**src/rtl/split_branch_arbiter.sv**
```systemverilog
// NUM_REQ-way arbiter feeding a two-stage conditional scale/increment pipeline (x=a*3|a, y=b+1|b).
// Define SPLIT_BRANCH_ARB_RR_EN for round-robin arbitration; fixed priority (lowest index) otherwise.
module split_branch_arbiter #(
    parameter int unsigned NUM_REQ = 2,
    parameter int unsigned WIDTH   = 8
) (
    input  logic                     clk_j,
    input  logic                     rst_n_j,
    input  logic [NUM_REQ-1:0]       req_valid_j,
    output logic [NUM_REQ-1:0]       req_ready_j,
    input  logic [NUM_REQ-1:0]       req_cond_j,
    input  logic [NUM_REQ*WIDTH-1:0] req_a_j,
    input  logic [NUM_REQ*WIDTH-1:0] req_b_j,
    output logic                     out_valid_j,
    input  logic                     out_ready_j,
    output logic [WIDTH-1:0]         out_x_j,
    output logic [WIDTH-1:0]         out_y_j,
    output logic [1:0]               out_id_j,
    output logic                     busy_j
);

    typedef enum logic {StEmpty, StFull} stage_e;

    stage_e             s1_state_q, s2_state_q;
    logic [WIDTH-1:0]   s1_a_q, s1_b_q;
    logic               s1_cond_q;
    logic [1:0]         s1_id_q;
    logic [WIDTH-1:0]   s2_x_q, s2_y_q;
    logic [1:0]         s2_id_q;
    logic [WIDTH-1:0]   s2_x_d, s2_y_d;

    logic [1:0]         winner;
    logic               any_valid;
    logic               s1_full, s2_full;
    logic               s2_load, s1_accept;
    logic [WIDTH-1:0]   a_sel, b_sel;
    logic               cond_sel;

    assign any_valid = |req_valid_j;
    assign s1_full   = (s1_state_q == StFull);
    assign s2_full   = (s2_state_q == StFull);
    assign s2_load   = s1_full && (!s2_full || out_ready_j);
    // Ready is forced low while reset is asserted even though both stages are already empty.
    assign s1_accept = rst_n_j && any_valid && (!s1_full || s2_load);

`ifdef SPLIT_BRANCH_ARB_RR_EN
    logic [1:0] ptr_q;

    // Pick the valid requester at the smallest circular distance after the last grant.
    always_comb begin
        int unsigned best;
        int unsigned dist;
        winner = '0;
        best   = NUM_REQ;
        for (int i = 0; i < int'(NUM_REQ); i++) begin
            dist = (int'(i) + NUM_REQ - 1 - 32'(ptr_q)) % NUM_REQ;
            if (req_valid_j[i] && (dist < best)) begin
                best   = dist;
                winner = 2'(i);
            end
        end
    end
`else
    always_comb begin
        winner = '0;
        for (int i = int'(NUM_REQ) - 1; i >= 0; i--) begin
            if (req_valid_j[i]) begin
                winner = 2'(i);
            end
        end
    end
`endif

    always_comb begin
        a_sel    = '0;
        b_sel    = '0;
        cond_sel = 1'b0;
        for (int i = 0; i < int'(NUM_REQ); i++) begin
            if (winner == 2'(i)) begin
                a_sel    = req_a_j[i*WIDTH +: WIDTH];
                b_sel    = req_b_j[i*WIDTH +: WIDTH];
                cond_sel = req_cond_j[i];
            end
        end
    end

    always_comb begin
        req_ready_j = '0;
        for (int i = 0; i < int'(NUM_REQ); i++) begin
            req_ready_j[i] = s1_accept && (winner == 2'(i));
        end
    end

    // a*3 as a + (a << 1); both results wrap at WIDTH bits.
    always_comb begin
        if (s1_cond_q) begin
            s2_x_d = s1_a_q + {s1_a_q[WIDTH-2:0], 1'b0};
            s2_y_d = s1_b_q + {{(WIDTH-1){1'b0}}, 1'b1};
        end else begin
            s2_x_d = s1_a_q;
            s2_y_d = s1_b_q;
        end
    end

    always_ff @(posedge clk_j or negedge rst_n_j) begin
        if (!rst_n_j) begin
            s1_state_q <= StEmpty;
            s1_a_q     <= '0;
            s1_b_q     <= '0;
            s1_cond_q  <= 1'b0;
            s1_id_q    <= '0;
            s2_state_q <= StEmpty;
            s2_x_q     <= '0;
            s2_y_q     <= '0;
            s2_id_q    <= '0;
`ifdef SPLIT_BRANCH_ARB_RR_EN
            ptr_q      <= 2'(NUM_REQ - 1);
`endif
        end else begin
            if (s1_accept) begin
                s1_state_q <= StFull;
                s1_a_q     <= a_sel;
                s1_b_q     <= b_sel;
                s1_cond_q  <= cond_sel;
                s1_id_q    <= winner;
`ifdef SPLIT_BRANCH_ARB_RR_EN
                ptr_q      <= winner;
`endif
            end else if (s2_load) begin
                s1_state_q <= StEmpty;
            end

            if (s2_load) begin
                s2_state_q <= StFull;
                s2_x_q     <= s2_x_d;
                s2_y_q     <= s2_y_d;
                s2_id_q    <= s1_id_q;
            end else if (s2_full && out_ready_j) begin
                s2_state_q <= StEmpty;
            end
        end
    end

    assign out_valid_j = s2_full;
    assign out_x_j     = s2_x_q;
    assign out_y_j     = s2_y_q;
    assign out_id_j    = s2_id_q;
    assign busy_j      = s1_full || s2_full;

endmodule

```
**config.mk**
```make
export PLATFORM = sky130hd
export DESIGN_NAME = split_branch_arbiter
export DESIGN_NICKNAME = d
export VERILOG_FILES = /design/src/rtl/split_branch_arbiter.sv
export SDC_FILE = /design/constraint.sdc
export NUM_CORES = 1
export LEC_CHECK = 0
export ABC_CLOCK_PERIOD_IN_PS = 4100
export BUFFER_PORTS_ARGS = -buffer_cell sky130_fd_sc_hd__buf_2
export CORE_MARGIN = 8
export CORE_UTILIZATION = 46
export CTS_CLUSTER_DIAMETER = 100
export DETAILED_ROUTE_END_ITERATION = 10
export PLACE_DENSITY = 0.72
export SKIP_CTS_REPAIR_TIMING = 1
export SLEW_MARGIN = 20
export SYNTH_ARGS = -nofsm -noshare
export SYNTH_HDL_FRONTEND = slang
export SYNTH_SLANG_ARGS = --single-unit
```
**constraint.sdc**
```tcl
create_clock -name clk_j -period 4.1 [get_ports clk_j]
set_clock_uncertainty 0.2 [all_clocks]
set_input_delay 0.82 -clock clk_j [delete_from_list [all_inputs] [get_ports clk_j]]
set_output_delay 0.82 -clock clk_j [all_outputs]
set_load 0.02 [all_outputs]
```
==> flow_summary_export.csv <==
group,metric,value,unit
synthesis,syn-cell-area,2060,um^2
pwr,power.sequential.fraction,41.7,%
pwr,power.internal,0.000820,W
pwr,netSwitchingPower,0.000519,W
route,drt_pass1_iterations,4,
sta,fin_tns_setup,0,ps
synthesis,yosysTopAreaCell,"dfrtp_1",
worst_hold_path,hold_path_end,"out_y_j[2]",
sta,timing.final.hold_violations,0,
floorplanning,initial_core_util,47.5,%
layout,antenna_cells,0,
critical_path,r2r-end,"out_x_j[7]",
global_route,grt_first_pass_wirelength,8780,um
pwr,maximum_vdd_drop,0.284,mV
pwr,power.share.combinational,39.1,%
critical_path,critPathArrivalTime,2030,ps
global_route,gr-usage-all-layers,15.2,%
floorplanning,top_level_ports,61,
pwr,swShare,38.7,%
synthesis,synth_cell_types,37,
critical_path,timing.critical_path.from_type,"primary input",
cts,htree_levels,2,
layout,filler_cell_count,404,
floorplanning,die_area,6860,um^2
placed_design,dp_hpwl,3860,um
layout,area_growth,18.1,%
pwr,report.power.total,0.00134,W
cts,clkTransAtPathRegs,70,ps
cts,cts.sink_count,37,
floorplanning,std_cell_rows,24,
synthesis,ys_seq_elements,37,
placed_design,io_buffers,59,
placed_design,dpl-instance-area,2340,um^2
sta,report.final.setup_viol,0,
critical_path,worstReg2RegStart,"s1_a_q[1]",
route,remaining_routing_drc_violations,0,
sta,timing_worst_slew_pin_value,757,ps
floorplanning,floorplan.die.height,82.9,um
layout,final_design_area_no_fill,2430,um^2
synthesis,synthesis.yosys.warnings,0,
sta,maxClockFrequency,328,MHz
critical_path,worst-r2r-cell-count,7,
global_route,grt.overflow.total,0,
global_route,antenna_found_initial,0,
critical_path,worst_ep_required_time,3080,ps
synthesis,synthesis.nets,261,
synthesis,synth_top_area_share,45.0,%
synthesis,sequential_area_share_after_synthesis,45.0,%
sta,layout_worst_path_cycle_share,74.5,%
route,drt-wirelength-per-cell,16.4,um
sta,timing.slew.headroom,49.5,%
worst_hold_path,hp-class,"flip-flop to flip-flop",
route,ant_nets,0,
global_route,first_global_vias,1871,
cts,cts_root_buffer,"clkbuf_8",
cts,cts_buffers,5,
layout,ff_latch_area,926,um^2
layout,area_used_by_multi_input_combinational_logic,1030,um^2
route,drt_first_iter_violations,95,
synthesis,avgSynthCellArea,9.61,um^2
layout,final_layout_size_suffix_gt1_share,27.2,%
sta,rsz0062_at_grt,"false",
global_route,grt_start_max_net_pins,39,
layout,finish.cell_count_without_fillers,320,
cts,clock_insertion_delay_worst_skew,280,ps
pwr,clock_power_share,19.2,%
worst_hold_path,holdCritStartpoint,"out_y_j[2]",
pwr,total_leakage_power,1.12,nW
cts,clock_tree.buffer_depth,2,
floorplanning,core_area,4320,um^2
layout,finalNetCount,315,
route,route.vias.total,1816,
cts,cts_tree,"done",
synthesis,synthesis.instances,214,
floorplanning,die_w,82.9,um
placed_design,placedCellCount,313,
critical_path,timing.critical_path.fanout_max,15,
placed_design,finalWeightedCongestion,0.803,
job,reported_max_cap_violation_count,0,
route,wl,5250,um
critical_path,critPathKind,"primary input to output pin",
outcome,status,"finished, final reports clean",
synthesis,synth_top_cells_by_area,"dfrtp_1, o22ai_1, a21oi_1",
critical_path,r2r_slack,1630,ps
sta,final-max-slew-violation-count,0,
critical_path,crit_path_end_kind,"output pin",
pwr,power.density,551,nW/um^2
route,route.detailed.vias_per_inst,5.68,
worst_hold_path,hold_depth,2,
sta,final_min_period,3050,ps
power groups by stage:
stage | combinational, W | clock [W] | sequential (W)
global placement | 0.000512 | 0 | 0.000560
global route | 0.000584 | 0.000280 | 0.000575
finish | 0.000523 | 0.000257 | 0.000558
detailed placement | 0.000529 | 0 | 0.000566
CTS | 0.000530 | 0.000264 | 0.000559
floorplan | 0.000302 | 0 | 0.000624
layer usage:
layer	vias up	GRT usage [%]	routed length, um
met1	859	19.0	2460
met3	8	4.88	249
met4	0	5.27	78
li1	899	-	-
met2	50	23.8	2460
met5	-	0	0
worst max-delay path by stage:
stage	start	endpoint	depth (start not counted)
after floorplan	out_ready_j	req_ready_j[1]	6
after global placement	out_ready_j	req_ready_j[1]	6
after detailed placement	out_ready_j	req_ready_j[0]	6
after CTS	out_ready_j	req_ready_j[1]	6
after global routing	out_ready_j	req_ready_j[1]	6
final	out_ready_j	req_ready_j[1]	6
cell type report:
type	instances	area share (%)
multi-input combinational	160	42.4
sequential	37	38.1
timing repair buffer	61	12.8
clock buffer	7	3.56
tap	52	2.68
inverter	3	0.464
worst max-delay path: stages:
cell      delay (ps)
buf_2             80
nand3b_1         100
and2_1           490
nand2_4          230
nor2_1           130
buf_2            170
registers in the layout, indices dropped and copies added, names as in the netlist:
name         count
out_x_j          8
s1_cond_q        1
s1_full          1
out_y_j          8
out_id_j         1
s1_id_q          1
s1_a_q           8
out_valid_j      1
s1_b_q           8
cell usage after synthesis, drive strengths merged:
| master | n |
|---|---|
| nor2 | 4 |
| o22ai | 30 |
| or2 | 1 |
| o21ai | 24 |
| xor2 | 4 |
| nand2b | 2 |
| inv | 2 |
| fa | 1 |
| nor4bb | 1 |
| and3 | 1 |
| mux2i | 6 |
| a211oi | 2 |
| nor3b | 2 |
| nand3b | 7 |
| or3b | 1 |
| xnor2 | 7 |
| nor3 | 1 |
| clkbuf | 6 |
| dfrtp | 37 |
| o311ai | 1 |
| clkinv | 1 |
| ha | 7 |
| o21bai | 1 |
| nand4b | 1 |
| mux2 | 1 |
| conb | 1 |
| nand2 | 26 |
| a21oi | 22 |
| and2 | 1 |
| a21o | 2 |
| buf | 8 |
| nand4 | 3 |
kinds of logic after synthesis:
logic type	count (synthesis)	share of synthesized area (%)
AO/OA/AOI/OAI	82	22.8
XOR/XNOR	11	4.69
adder cells (fa/ha/maj)	8	5.23
buffers and inverters	17	5.05
flip-flops	37	45.0
multiplexers	7	3.47
other	1	0.182
AND/OR/NAND/NOR	51	13.5
layout by cell type (no fill, tap or decap), types with 2 or more instances in the layout:
master    count
nand2_1      23
nand2b_1      2
nand2_4       2
inv_1         2
xor2_1        4
o22ai_1      30
nand4_1       3
clkbuf_8      6
o21ai_0      22
dfrtp_1      37
ha_1          7
a21oi_1      22
buf_2        59
o21ai_1       2
xnor2_1       7
mux2i_1       6
nor2_1        4
buf_4         2
nor3b_1       2
nand3b_1      7
a21o_1        2
stage by stage:
step / util [%] / hold slack, ps / worst slack (ps)
finish: 56.1 / 276 / 1050
global route: 56.1 / 302 / 922
CTS: 56.1 / 283 / 1050
detailed placement: 54.1 / 266 / 1050
global placement: 54.1 / 257 / 1090
floorplan: - / 271 / 1420
Note: power is estimated with default switching activity, not from simulation.
